File: config.mk
export PLATFORM = sky130hd
export DESIGN_NAME = alu_ctrl_md
export DESIGN_NICKNAME = d
export VERILOG_FILES = /design/src/rtl/alu_pkg.sv /design/src/rtl/md_iter_core.sv /design/src/rtl/alu_ctrl_md.sv
export SDC_FILE = /design/constraint.sdc
export NUM_CORES = 1
export LEC_CHECK = 0
export BUFFER_PORTS_ARGS = -buffer_cell sky130_fd_sc_hd__buf_2
export CAP_MARGIN = 25
export CORE_MARGIN = 3
export CORE_UTILIZATION = 55
export DETAILED_ROUTE_END_ITERATION = 16
export PLACE_DENSITY = 0.74
export SLEW_MARGIN = 25
export SYNTH_ARGS = -nofsm -noshare
export SYNTH_HDL_FRONTEND = slang
export SYNTH_SLANG_ARGS = --single-unit
File: constraint.sdc
create_clock -name clk -period 4.5 [get_ports clk]
set_input_delay 0.225 -clock clk [delete_from_list [all_inputs] [get_ports clk]]
set_output_delay 0.225 -clock clk [all_outputs]
set_load 0.02 [all_outputs]
File: src/rtl/alu_pkg.sv
// Shared constants for ALU control decode and the multiply/divide unit.
// Latency: n/a (package only).
// Backpressure: n/a (package only).
// Contents: funct codes, ALU control codes, ALUOp codes, md FSM state encoding,
//           and a helper that classifies HI/LO instructions.
package alu_pkg;

  // R-type funct field values
  localparam logic [5:0] F_AND   = 6'b100100;
  localparam logic [5:0] F_OR    = 6'b100101;
  localparam logic [5:0] F_ADD   = 6'b100000;
  localparam logic [5:0] F_SUB   = 6'b100010;
  localparam logic [5:0] F_SLT   = 6'b101010;
  localparam logic [5:0] F_NOR   = 6'b100111;
  localparam logic [5:0] F_MULT  = 6'b011000;
  localparam logic [5:0] F_MULTU = 6'b011001;
  localparam logic [5:0] F_DIV   = 6'b011010;
  localparam logic [5:0] F_DIVU  = 6'b011011;
  localparam logic [5:0] F_MFHI  = 6'b010000;
  localparam logic [5:0] F_MTHI  = 6'b010001;
  localparam logic [5:0] F_MFLO  = 6'b010010;
  localparam logic [5:0] F_MTLO  = 6'b010011;

  // ALU control codes
  localparam logic [3:0] ALU_AND = 4'b0000;
  localparam logic [3:0] ALU_OR  = 4'b0001;
  localparam logic [3:0] ALU_ADD = 4'b0010;
  localparam logic [3:0] ALU_SUB = 4'b0110;
  localparam logic [3:0] ALU_SLT = 4'b0111;
  localparam logic [3:0] ALU_NOR = 4'b1100;
  localparam logic [3:0] ALU_BAD = 4'b1111;

  // ALUOp codes from main control
  localparam logic [1:0] ALUOP_LDST = 2'b00;
  localparam logic [1:0] ALUOP_BR   = 2'b01;
  localparam logic [1:0] ALUOP_R    = 2'b10;
  localparam logic [1:0] ALUOP_RSVD = 2'b11;

  typedef enum logic [1:0] {
    ST_IDLE = 2'd0,
    ST_RUN  = 2'd1,
    ST_FIX  = 2'd2,
    ST_DONE = 2'd3
  } md_state_t;

  // True for the eight instructions that touch HI/LO.
  function automatic logic is_md_funct(input logic [5:0] f);
    logic r;
    case (f)
      F_MULT, F_MULTU, F_DIV, F_DIVU,
      F_MFHI, F_MTHI, F_MFLO, F_MTLO: r = 1'b1;
      default:                        r = 1'b0;
    endcase
    return r;
  endfunction

endpackage

File: src/rtl/md_iter_core.sv
// Iterative unsigned multiply (shift-add) / divide (restoring) datapath.
// Latency: DATA_W step cycles after load; result valid once last step completes.
// Backpressure: none; caller sequences load/step.
// Ports: clk, rst (sync, active-high); load/is_div/opa/opb start an operation;
//        step advances one iteration; res_hi/res_lo = {product} or {remainder, quotient};
//        last is high while the final iteration is being performed.
module md_iter_core
  import alu_pkg::*;
#(
  parameter int DATA_W = 32,
  parameter int CNT_W  = 6
) (
  input  logic              clk,
  input  logic              rst,
  input  logic              load,
  input  logic              step,
  input  logic              is_div,
  input  logic [DATA_W-1:0] opa,
  input  logic [DATA_W-1:0] opb,
  output logic [DATA_W-1:0] res_hi,
  output logic [DATA_W-1:0] res_lo,
  output logic              last
);

  logic [DATA_W-1:0] acc;   // partial product high half / partial remainder
  logic [DATA_W-1:0] sreg;  // multiplier shifting out / dividend shifting into quotient
  logic [DATA_W-1:0] opnd;  // multiplicand / divisor
  logic              div_mode;
  logic [CNT_W-1:0]  cnt;

  logic [DATA_W:0] mul_sum;
  logic [DATA_W:0] div_shift;
  logic [DATA_W:0] div_diff;

  always_comb begin
    mul_sum   = {1'b0, acc} + (sreg[0] ? {1'b0, opnd} : '0);
    div_shift = {acc, sreg[DATA_W-1]};
    // acc < opnd always holds, so a set top bit here means the subtract borrowed.
    div_diff  = div_shift - {1'b0, opnd};
  end

  always_ff @(posedge clk) begin
    if (rst) begin
      acc      <= '0;
      sreg     <= '0;
      opnd     <= '0;
      div_mode <= 1'b0;
      cnt      <= '0;
    end else if (load) begin
      acc      <= '0;
      sreg     <= opa;
      opnd     <= opb;
      div_mode <= is_div;
      cnt      <= '0;
    end else if (step) begin
      cnt <= cnt + CNT_W'(1);
      if (div_mode) begin
        if (!div_diff[DATA_W]) begin
          acc  <= div_diff[DATA_W-1:0];
          sreg <= {sreg[DATA_W-2:0], 1'b1};
        end else begin
          acc  <= div_shift[DATA_W-1:0];
          sreg <= {sreg[DATA_W-2:0], 1'b0};
        end
      end else begin
        acc  <= mul_sum[DATA_W:1];
        sreg <= {mul_sum[0], sreg[DATA_W-1:1]};
      end
    end
  end

  assign res_hi = acc;
  assign res_lo = sreg;
  assign last   = (cnt == CNT_W'(DATA_W - 1));

endmodule

File: src/rtl/alu_ctrl_md.sv
// ALU control decode plus multi-cycle multiply/divide unit with HI/LO registers.
// Latency: decode combinational; mult/div busy DATA_W+1 cycles (1 for divide by zero).
// Backpressure: stall holds any HI/LO instruction in decode while a mult/div is in flight.
// Ports: clk, rst (sync, active-high); valid_in/alu_op/funct/rs_val/rt_val from decode;
//        alu_ctrl/illegal decode result; stall to pipeline; md_rdata for MFHI/MFLO;
//        busy, md_done and div0 status.
module alu_ctrl_md
  import alu_pkg::*;
#(
  parameter int DATA_W = 32,
  parameter int CNT_W  = 6
) (
  input  logic              clk,
  input  logic              rst,
  input  logic              valid_in,
  input  logic [1:0]        alu_op,
  input  logic [5:0]        funct,
  input  logic [DATA_W-1:0] rs_val,
  input  logic [DATA_W-1:0] rt_val,
  output logic [3:0]        alu_ctrl,
  output logic              illegal,
  output logic              stall,
  output logic [DATA_W-1:0] md_rdata,
  output logic              busy,
  output logic              md_done,
  output logic              div0
);

  md_state_t         state;
  logic [DATA_W-1:0] hi;
  logic [DATA_W-1:0] lo;
  logic [DATA_W-1:0] rs_hold;   // raw dividend, returned in HI on divide by zero
  logic              op_div;
  logic              neg_q;     // quotient / product must be negated
  logic              neg_r;     // remainder must be negated (dividend sign)

  // ---------------- decode ----------------
  always_comb begin
    alu_ctrl = ALU_BAD;
    illegal  = 1'b0;
    case (alu_op)
      ALUOP_LDST: alu_ctrl = ALU_ADD;
      ALUOP_BR:   alu_ctrl = ALU_SUB;
      ALUOP_R: begin
        case (funct)
          F_AND: alu_ctrl = ALU_AND;
          F_OR:  alu_ctrl = ALU_OR;
          F_ADD: alu_ctrl = ALU_ADD;
          F_SUB: alu_ctrl = ALU_SUB;
          F_SLT: alu_ctrl = ALU_SLT;
          F_NOR: alu_ctrl = ALU_NOR;
          F_MULT, F_MULTU, F_DIV, F_DIVU,
          F_MFHI, F_MTHI, F_MFLO, F_MTLO: alu_ctrl = ALU_ADD;
          default: begin
            alu_ctrl = ALU_BAD;
            illegal  = 1'b1;
          end
        endcase
      end
      default: begin
        alu_ctrl = ALU_BAD;
        illegal  = 1'b1;
      end
    endcase
  end

  logic r_type, md_cls, accept;
  logic is_arith, is_div_f, is_signed_f;
  logic sa, sb;
  logic [DATA_W-1:0] mag_a, mag_b;

  assign busy   = (state != ST_IDLE);
  assign r_type = (alu_op == ALUOP_R);
  assign md_cls = r_type & is_md_funct(funct);
  assign stall  = valid_in & md_cls & busy;
  assign accept = valid_in & md_cls & ~busy;

  assign is_arith    = (funct == F_MULT) | (funct == F_MULTU) | (funct == F_DIV) | (funct == F_DIVU);
  assign is_div_f    = (funct == F_DIV)  | (funct == F_DIVU);
  assign is_signed_f = (funct == F_MULT) | (funct == F_DIV);

  // Signed ops run on magnitudes; the signs are reapplied in FIX.
  assign sa    = is_signed_f & rs_val[DATA_W-1];
  assign sb    = is_signed_f & rt_val[DATA_W-1];
  assign mag_a = sa ? -rs_val : rs_val;
  assign mag_b = sb ? -rt_val : rt_val;

  always_comb begin
    md_rdata = '0;
    if (r_type && funct == F_MFHI) md_rdata = hi;
    else if (r_type && funct == F_MFLO) md_rdata = lo;
  end

  // ---------------- iterative datapath ----------------
  logic [DATA_W-1:0] res_hi, res_lo;
  logic              core_last;

  md_iter_core #(.DATA_W(DATA_W), .CNT_W(CNT_W)) u_core (
    .clk    (clk),
    .rst    (rst),
    .load   (accept & is_arith),
    .step   (state == ST_RUN),
    .is_div (is_div_f),
    .opa    (mag_a),
    .opb    (mag_b),
    .res_hi (res_hi),
    .res_lo (res_lo),
    .last   (core_last)
  );

  // Sign fixup. MIN / -1 needs no special case: the magnitude quotient is
  // 2**(DATA_W-1), and with no negation it already reads back as MIN.
  logic [2*DATA_W-1:0] prod_fix;
  logic [DATA_W-1:0]   q_fix, r_fix, fix_hi, fix_lo;

  always_comb begin
    prod_fix = neg_q ? -{res_hi, res_lo} : {res_hi, res_lo};
    q_fix    = neg_q ? -res_lo : res_lo;
    r_fix    = neg_r ? -res_hi : res_hi;
    fix_hi   = op_div ? r_fix : prod_fix[2*DATA_W-1:DATA_W];
    fix_lo   = op_div ? q_fix : prod_fix[DATA_W-1:0];
  end

  // ---------------- FSM, HI/LO ----------------
  always_ff @(posedge clk) begin
    if (rst) begin
      state   <= ST_IDLE;
      hi      <= '0;
      lo      <= '0;
      rs_hold <= '0;
      op_div  <= 1'b0;
      neg_q   <= 1'b0;
      neg_r   <= 1'b0;
      md_done <= 1'b0;
      div0    <= 1'b0;
    end else begin
      md_done <= 1'b0;
      div0    <= 1'b0;
      case (state)
        ST_IDLE: begin
          if (accept) begin
            if (funct == F_MTHI) hi <= rs_val;
            if (funct == F_MTLO) lo <= rs_val;
            if (is_arith) begin
              op_div  <= is_div_f;
              neg_q   <= sa ^ sb;
              neg_r   <= sa;
              rs_hold <= rs_val;
              state   <= (is_div_f && rt_val == '0) ? ST_DONE : ST_RUN;
            end
          end
        end
        ST_RUN: begin
          if (core_last) state <= ST_FIX;
        end
        ST_FIX: begin
          hi      <= fix_hi;
          lo      <= fix_lo;
          md_done <= 1'b1;
          state   <= ST_IDLE;
        end
        ST_DONE: begin
          hi      <= rs_hold;
          lo      <= '1;
          md_done <= 1'b1;
          div0    <= 1'b1;
          state   <= ST_IDLE;
        end
        default: state <= ST_IDLE;
      endcase
    end
  end

endmodule

# Yosys cells after proc, flatten, opt, wreduce, memory -nomap -nowiden
# Memory sizes are Yosys's and may differ from the RTL's.
# Index checks and enable logic that the tools add are counted.
[word_totals] latchBits=0 reg_bits=206 romBits=32 memories=1 ram_bits=0 in_bits=75
[classes] shifts=0 div=0 n_bitwise=14 n_eq_ne=25 order_cmp=0 n_addsub=8 muxes=34 n_reduce_logical=18 multipliers=0
[memory_table] name="(no name shown)" words=32 width=1 read_ports=1 rd_clocked_by_memory_dff=0 write_ports=0 line="alu_pkg.sv:49" rtl="case (f)"
[ops] cell="32-bit two-way mux" count=18
[ops] cell="32-bit one-hot mux with 3 select lines" count=2
[ops] cell="32-bit negation" count=4
[ops] cell="64-bit two-way mux" count=1
[ops] cell="64-bit negation" count=1
[ops] cell="6-bit by 5-bit == test with 1-bit output (second input constant)" count=9
[ops] cell="6-bit == test (second input constant)" count=6
[ops] cell="32-bit by 33-bit adder with 33-bit output" count=1
[ops] cell="33-bit by 32-bit subtractor with 33-bit output" count=1
[ops] cell="32-bit zero test" count=1
[ops] cell="4-bit one-hot mux with 6 select lines" count=1
[ops] cell="14-bit OR reduction" count=1
[ops] cell="4-bit one-hot mux with 3 select lines" count=1
[ops] cell="3-bit AND reduction" count=4
[ops] cell="2-bit inequality test (second input constant)" count=5
[ops] cell="9-bit OR reduction" count=1
[ops] cell="2-bit two-way mux" count=4
[ops] cell="1-bit bitwise AND" count=7
[ops] cell="6-bit by 1-bit adder with 6-bit output (second input constant)" count=1
[ops] cell="2-bit == test (second input constant)" count=3
[ops] cell="2-bit one-hot mux with 3 select lines" count=1
[ops] cell="2-bit OR reduction" count=3
[ops] cell="1-bit two-way mux" count=5
[ops] cell="1-bit bitwise OR" count=5
[ops] cell="other kinds (8)" count=13

# Longest topological paths before layout
# Gate-level depths: netlist of the first run.
[depth] word_depth=7 ltp_mapped=15

# Hierarchy
# From an unflattened synthesis of the first run, not the netlist that was laid out.
[hier_totals] hier_cells=2255 area_unflattened_um2=16638.5
[by_module_without_submodules] module="alu_ctrl_md" area_each_um2=8373.0 n_inst=1 cells_each=1185
[by_module_without_submodules] module="md_iter_core" area_each_um2=8265.4 n_inst=1 cells_each=1070

# Least setup slack after synthesis of the first run
# Ideal clock, no wire load.
[synth_timing] kind="reg2reg" startpoint="register u_core.sreg[0] (netlist: u_core.res_lo[0])" endpoint="register u_core.acc[31] (netlist: u_core.res_hi[31])" path_slack_ns=1.113 arrival_ns=3.271 setup_ns=0.116 period_less_slack_ns=3.387 path_stages_with_launch=14 cell_sequence="dfxtp_1 -> and2_1 -> ha_1 -> fa_1 -> a211oi_1 -> o21bai_1 -> a2111oi_0 -> o21a_1 -> o221a_2 -> o21ai_0 -> a221o_1 -> a31oi_1 -> nor4_1 -> a31o_2"
[synth_via] elab_chain_cells=3
[synth_rtl] element="start: declaration" line="md_iter_core.sv:26" rtl="logic [DATA_W-1:0] sreg;"
[synth_rtl] element="start signal: assignment" line="md_iter_core.sv:51" rtl="sreg <= opa;"
[synth_rtl] element="start signal: assignment" line="md_iter_core.sv:60" rtl="sreg <= {sreg[DATA_W-2:0], 1'b1};"
[synth_rtl] element="start signal: assignment" line="md_iter_core.sv:63" rtl="sreg <= {sreg[DATA_W-2:0], 1'b0};"
[synth_rtl] element="32-bit two-way mux" line="md_iter_core.sv:36" rtl="mul_sum = {1'b0, acc} + (sreg[0] ? {1'b0, opnd} : '0);"
[synth_rtl] element="32-bit by 33-bit adder with 33-bit output" line="md_iter_core.sv:36"
[synth_rtl] element="32-bit two-way mux" line="md_iter_core.sv:57" rtl="if (div_mode) begin"
[synth_rtl] element="end signal: assignment" line="md_iter_core.sv:59" rtl="acc <= div_diff[DATA_W-1:0];"
[synth_rtl] element="end signal: assignment" line="md_iter_core.sv:62" rtl="acc <= div_shift[DATA_W-1:0];"
[synth_rtl] element="end signal: assignment" line="md_iter_core.sv:66" rtl="acc <= mul_sum[DATA_W:1];"
[synth_rtl] element="end: declaration" line="md_iter_core.sv:25" rtl="logic [DATA_W-1:0] acc;"
# No other way between the ends.
# A chain may end at the register's enable or synchronous reset.

# Worst setup path after layout of the first run
# Ends and elaborated chain as after synthesis.

==> results of run 1 <==
-- worst register-to-register path: cells and delay by family, from the launching register on --
family	cells	cell delay (ps)
simple gates	2	190
compound gates	9	2520
flops	1	480
buf+inv	2	350
fa+ha+maj	1	290
-- cells by family (layout without fill, tap and decap cells) --
kind of cell | Yosys count | in the layout | share of synthesized area (%)
AO/OA/AOI/OAI | 717 | 717 | 29.4
XOR/XNOR | 172 | 172 | 9.58
adder cells (fa/ha/maj) | 71 | 71 | 5.75
buffers and inverters | 218 | 270 | 5.43
flip-flops | 206 | 206 | 26.2
multiplexers | 65 | 65 | 4.21
AND/OR/NAND/NOR | 667 | 667 | 19.4
-- flip-flops by register name, summed over array words and instances (netlist names) --
name             cells
hi                  32
u_core.res_hi       32
md_done              1
rs_hold             32
u_core.div_mode      1
state                2
u_core.res_lo       32
neg_q                1
u_core.cnt           6
div0                 1
u_core.opnd         32
neg_r                1
lo                  32
op_div               1
-- cells in the final DEF, fill, tap and decap left out, drive strengths merged, types with 8 or more instances in the layout --
master | netlist | final
nor2 | 254 | 254
a21oi | 231 | 231
nand2 | 211 | 211
dfxtp | 206 | 206
buf | 24 | 148
o21ai | 135 | 135
a211oi | 92 | 92
xnor2 | 89 | 89
xor2 | 83 | 83
ha | 69 | 69
inv | 66 | 67
mux2i | 56 | 56
nor3 | 38 | 38
clkbuf | 128 | 34
a22o | 33 | 33
o22ai | 31 | 31
a21o | 28 | 28
nand3 | 23 | 23
o31ai | 23 | 23
nor4 | 21 | 21
nor2b | 20 | 20
a22oi | 15 | 15
o221ai | 15 | 15
and3 | 14 | 14
nand4 | 14 | 14
or3 | 13 | 13
o41ai | 13 | 13
or4 | 13 | 13
o211ai | 12 | 12
nand2b | 12 | 12
a31oi | 12 | 12
a311oi | 11 | 11
dlygate4sd3 | 0 | 11
and2 | 10 | 10
o21a | 9 | 9
mux2 | 9 | 9
a31o | 8 | 8
a2111oi | 8 | 8
clkinv | 0 | 8
-- report_power, final --
| group | internal [mW] | switching [mW] | total [mW] |
|---|---|---|---|
| logic | 0.206 | 0.348 | 0.553 |
| registers | 1.83 | 0.0154 | 1.85 |
| clock network | 1.22 | 0.815 | 2.04 |
| total | 3.26 | 1.18 | 4.44 |
-- worst paths after layout --
check | startpoint | to | cells past startpoint
max | u_core.res_lo[0] | u_core.res_hi[31] | 14
min | rs_val[20] | rs_hold[20] | 3
max reg2reg | u_core.res_lo[0] | u_core.res_hi[31] | 14
min reg2reg | u_core.opnd[31] | u_core.opnd[31] | 2
-- through the flow --
stage                     power (mW)  area, µm²  hold slack [ps]  util (%)
after floorplan                 2.23      15700              361         -
after global placement          2.41      16500              439      58.9
after detailed placement        2.42      16500              446      58.9
after CTS                       4.44      17400             2.99      62.3
after global routing            4.56      17400             25.4      62.3
final                           4.44      17400             10.5      62.3
-- final cells by class --
cell class | count | area, µm² | share of cell area, %
well taps | 378 | 473 | 2.71
repair buffers | 159 | 973 | 5.58
clock inverters | 11 | 113 | 0.646
flip-flops and latches | 206 | 4130 | 23.7
inverters | 66 | 248 | 1.42
clock buffers | 34 | 711 | 4.07
multi-input cells | 1692 | 10800 | 61.9
-- routing by layer --
layer	part of all wire (%)	vias to the layer above	routed length, µm
met5	0.048	-	27
met4	3.6	4	2020
met3	10	137	5800
met2	42	889	23500
met1	44	7862	24500
li1	-	7747	-
==> metrics, run 1 <==
status=finished, final reports clean; met3 Usage GRT=6.30%; top_reg_cell synth=dfxtp_1; Via Count=16639; unrepaired setup endpoints after global routing=false; CTS Root Cell=clkbuf_16; clk slew on worst S/H paths=60 ps; CP max stage cell=a2111oi_0; area share of the largest cell type after synthesis=about a quarter; clock latency on the worst-skew pair=530 ps; input/output buffers=between 100 and 150; Max clock buf depth=3; # diodes=0; cell accounting for the most synthesized area=dfxtp_1; first-pass GRT wire length=between 80 and 90 mm; DR WL/cell=21.9 µm; Buf/Inv on CP=2; via count of the first global-routing pass=15104; Yosys warning total=0; top post-synthesis cells by area=dfxtp_1, a21oi_1, nor2_1, ha_1, nand2_1; Max H-tree Level=1; Mean Syn Cell Area=~7.4 µm²; placeable core area=28000 µm²; CTS tree=built; Chip Height=roughly 180 µm; pre-CTS worst setup slack=~610 ps; Cell Rows=61; crit path DAT=about 4400 ps; Synth-to-Final Area Change=11.0%; normalized max-slew margin=31.3%; Max VDD drop=0.000256 V; Post-Syn Instances=about 2100; Commonest cells post-synth=nor2_1, a21oi_1, nand2_1; Tightest Pin Transition=roughly 1000 ps; io pins=~120; die area=30600 µm²; Post-synth EDFFs=0; largest net degree at the start of global routing=around 150; post-CTS setup buffers=0; filler instances=2625; hold violation total from the final report=0; total global routing overflow=0; post-synthesis cell type count=80; initial DRC count=2173; most common cell in the netlist=nor2_1; clk_skew=14.3 ps; DR pass1 iterations=7; # DRC=0; critical path class=flip-flop to flip-flop; crit start category=flip-flop; share of layout cells above drive strength 1=around 11%; Layout Cells excl Fill=~2500; Starting Density=56.1%; pwr dens=254 nW/µm²; final setup margin=574 ps; final wirelength=approximately 56 mm; antenna-violating nets left=0; Die X=between 150 and 200 µm; CP cell instances=inv_1 -> buf_4 -> nor2_1 -> ha_1 -> a211oi_1 -> o21bai_1 -> a2111oi_0 -> o21a_1 -> o221a_2 -> o21ai_0 -> a221o_1 -> a31oi_1 -> nor4_1 -> a31o_2; worst hold path class=input pin to flip-flop; flops & latches, synth=slightly above 200; busiest grt layer=met2; PostCTS Resize Cnt=0; Setup violations, final=0; syn nets=2262; Crit Path Max Fanout=24; CTS Hold Bufs=11; cell family with the largest share of critical-path delay=compound AO/OA/AOI/OAI gates; average via count per standard cell=6.54; Slew Limit Fails=0; Tot GR Track Use=35.1%; mapped cell area=15700 µm²; CTS sink count=206; CP Data Required Time=4920 ps; FMAX=255 MHz; fin crit period=about 3900 ps; HPWL after DPL=~40 mm; # Max-Cap Violations=0; met2 usage=52.5%; DP Cell Count=about 2500; sequential share of the synthesized area=26.2%; R2R setup slack=approximately 570 ps; final period utilization=~87%; met1 usage=51.2%; TNS Setup=0 ps; Post-layout nets=2296; initial antenna violation count=2; CP max stage delay=590 ps; gp weighted congestion=0.983; leakage power=6.73 nW; Async SR Flop Fraction=0%; crit end category=flip-flop; Inserted Clock Buffers=25
(Power assumes the default switching activity.)
==> run 2, diff against run 1 <==
--- a/config.mk
+++ b/config.mk
@@ -10,7 +10,7 @@
 export CORE_MARGIN = 3
 export CORE_UTILIZATION = 55
 export DETAILED_ROUTE_END_ITERATION = 16
-export PLACE_DENSITY = 0.74
+export PLACE_DENSITY = 0.77
 export SLEW_MARGIN = 25
 export SYNTH_ARGS = -nofsm -noshare
 export SYNTH_HDL_FRONTEND = slang
==> constraint.sdc (replaced) <==
create_clock -name clk -period 3.35 [get_ports clk]
set_input_delay 0.1675 -clock clk [delete_from_list [all_inputs] [get_ports clk]]
set_output_delay 0.1675 -clock clk [all_outputs]
set_load 0.02 [all_outputs]
==> metrics, run 2 (synthesis results as in run 1) <==
most frequent cells in the layout=nor2_1, a21oi_1, nand2_1, dfxtp_1, buf_4; clock latency on the worst-skew pair=570 ps (+40 ps); Die X=175 µm (unchanged); most common cell after layout, fill and taps aside=nor2_1; Crit Path Max Fanout=3 (-88%); status=finished, final reports clean; CTS tree=built; cell family with the largest share of critical-path delay=compound AO/OA/AOI/OAI gates; crit start category=flip-flop; HPWL after DPL=41.3 mm (+3.8%); Cell Rows=61 (unchanged); Chip Height=175 µm (unchanged); gp weighted congestion=1.02 (+4.0%); filler instances=2354 (-10%); DR WL/cell=22.0 µm (+0.29%); clk slew on worst S/H paths=60 ps (about the same); Layout Utilization=67.7% (+5.5 points); first-pass GRT wire length=88.9 mm (+2.9%); Max H-tree Level=1 (unchanged); Max clock buf depth=3 (unchanged); Area after DPL=17200 µm² (+4.4%); critical path class=flip-flop to flip-flop; Inserted Clock Buffers=25 (unchanged); DP Cell Count=2583 (+3.7%); worst hold path class=input pin to flip-flop; CP max stage delay=410 ps (-180 ps); Slew Limit Fails=0 (unchanged); # Max-Cap Violations=0 (unchanged); largest net degree at the start of global routing=134 (-8.8%); FMAX=304 MHz (+19%); Post-layout nets=2439 (+6.2%); io pins=116 (unchanged); initial antenna violation count=0 (-2); CP max stage cell=fa_2; antenna-violating nets left=0 (unchanged); placeable core area=28000 µm² (unchanged); final wirelength=59.1 mm (+6.0%); Tightest Pin Transition=1010 ps (-20.2 ps); initial DRC count=2262 (+4.1%); Starting Density=56.1% (unchanged); crit path DAT=3740 ps (-610 ps); pwr dens=347 nW/µm² (+37%); Buf/Inv on CP=0 (-2); die area=30600 µm² (unchanged); clk_skew=20.4 ps (+6.13 ps); CP Data Required Time=3800 ps (-1120 ps); Via Count=17617 (+5.9%); normalized max-slew margin=32.7% (+1.3 points); post-route cell area=19000 µm² (+8.8%); fin crit period=3290 ps (-633 ps); CP cell instances=and2_4 -> ha_4 -> fa_2 -> a211oi_2 -> o21bai_2 -> a2111oi_4 -> o21a_1 -> o221a_4 -> o21ai_4 -> a221o_1 -> a31oi_1 -> nor4_1 -> a31o_2; Setup violations, final=0 (unchanged); Layout Cells excl Fill=2690 (+5.7%); unrepaired setup endpoints after global routing=true; # DRC=0 (unchanged); average via count per standard cell=6.55 (+0.21%); share of layout cells above drive strength 1=16.3% (+5.1 points); final period utilization=98.3% (+11 points); Max VDD drop=0.000364 V (+43%); hold violation total from the final report=0 (unchanged); DR pass1 iterations=7 (unchanged); input/output buffers=115 (unchanged); CTS sink count=206 (unchanged); Synth-to-Final Area Change=20.7%; leakage power=7.53 nW (+12%); crit end category=flip-flop; via count of the first global-routing pass=16076 (+6.4%); CTS Root Cell=clkbuf_16; total global routing overflow=0 (unchanged); # diodes=0 (unchanged); Tot GR Track Use=36.0% (+0.89 points)
run 2: report_power, final:
part / internal [mW] / switching, mW / leakage (nW) / total [mW]
Combinational: 0.365 / 0.528 / 5.40 / 0.893
Sequential: 2.46 / 0.0158 / 1.66 / 2.48
Clock: 2.00 / 1.22 / 0.474 / 3.22
Total: 4.83 / 1.76 / 7.53 / 6.59
run 2: worst paths after layout:
kind / start / to / slack [ps] / cells after the start
setup reg to reg: u_core.opnd[0] / u_core.res_hi[31] / 60 / 13
hold reg to reg: rs_hold[12] / rs_hold[12] / 450 / 2
setup / recovery: u_core.opnd[0] / u_core.res_hi[31] / 60 / 13
hold / removal: rt_val[23] / u_core.opnd[23] / 10 / 3
run 2: layout make-up:
cell class / instances / area (µm²) / area share (%)
multi-input cells: 1692 / 11000 / 57.8
clock inverters: 17 / 289 / 1.52
well taps: 378 / 473 / 2.49
clock buffers: 29 / 681 / 3.59
repair buffers: 302 / 2190 / 11.6
flip-flops and latches: 206 / 4130 / 21.8
inverters: 66 / 248 / 1.31
run 2: routing by layer:
layer  share of wire (%)  wire length (µm)  vias up  global-route usage [%]
li1                    -                 -     8023                       -
met1                  41             24200     8301                    49.4
met2                  43             25400     1105                    55.2
met3                  12              7040      188                    8.65
met4                 4.2              2460        0                    13.1
met5                   0                 0        -                       0
run 2: worst register-to-register path, cell delays in order (launching register included):
cell,delay (ps)
dfxtp_1,310
and2_4,160
ha_4,160
fa_2,410
a211oi_2,250
o21bai_2,120
a2111oi_4,370
o21a_1,240
o221a_4,230
o21ai_4,80
a221o_1,360
a31oi_1,200
nor4_1,80
a31o_2,220
run 2: stage by stage:
stage               TNS [ps]  total power [mW]  worst slack (ps)  hold WS, ps
global route            -187              6.74             -65.0         37.6
floorplan                  0              3.00              7.95          303
finish                     0              6.59              57.6         9.74
detailed placement      -477              3.28              -231          443
global placement        -140              3.27              -140          439
CTS                        0              6.50              17.5         4.24
run 2: timing repair:
item	4_1_cts	5_1_grt
pin swaps	4	21
cloned	0	2
setup endpoints to repair	5	37
gates resized for setup	4	38
hold endpoints to repair	59	0
hold buffers	50	0
buffers inserted	0	9
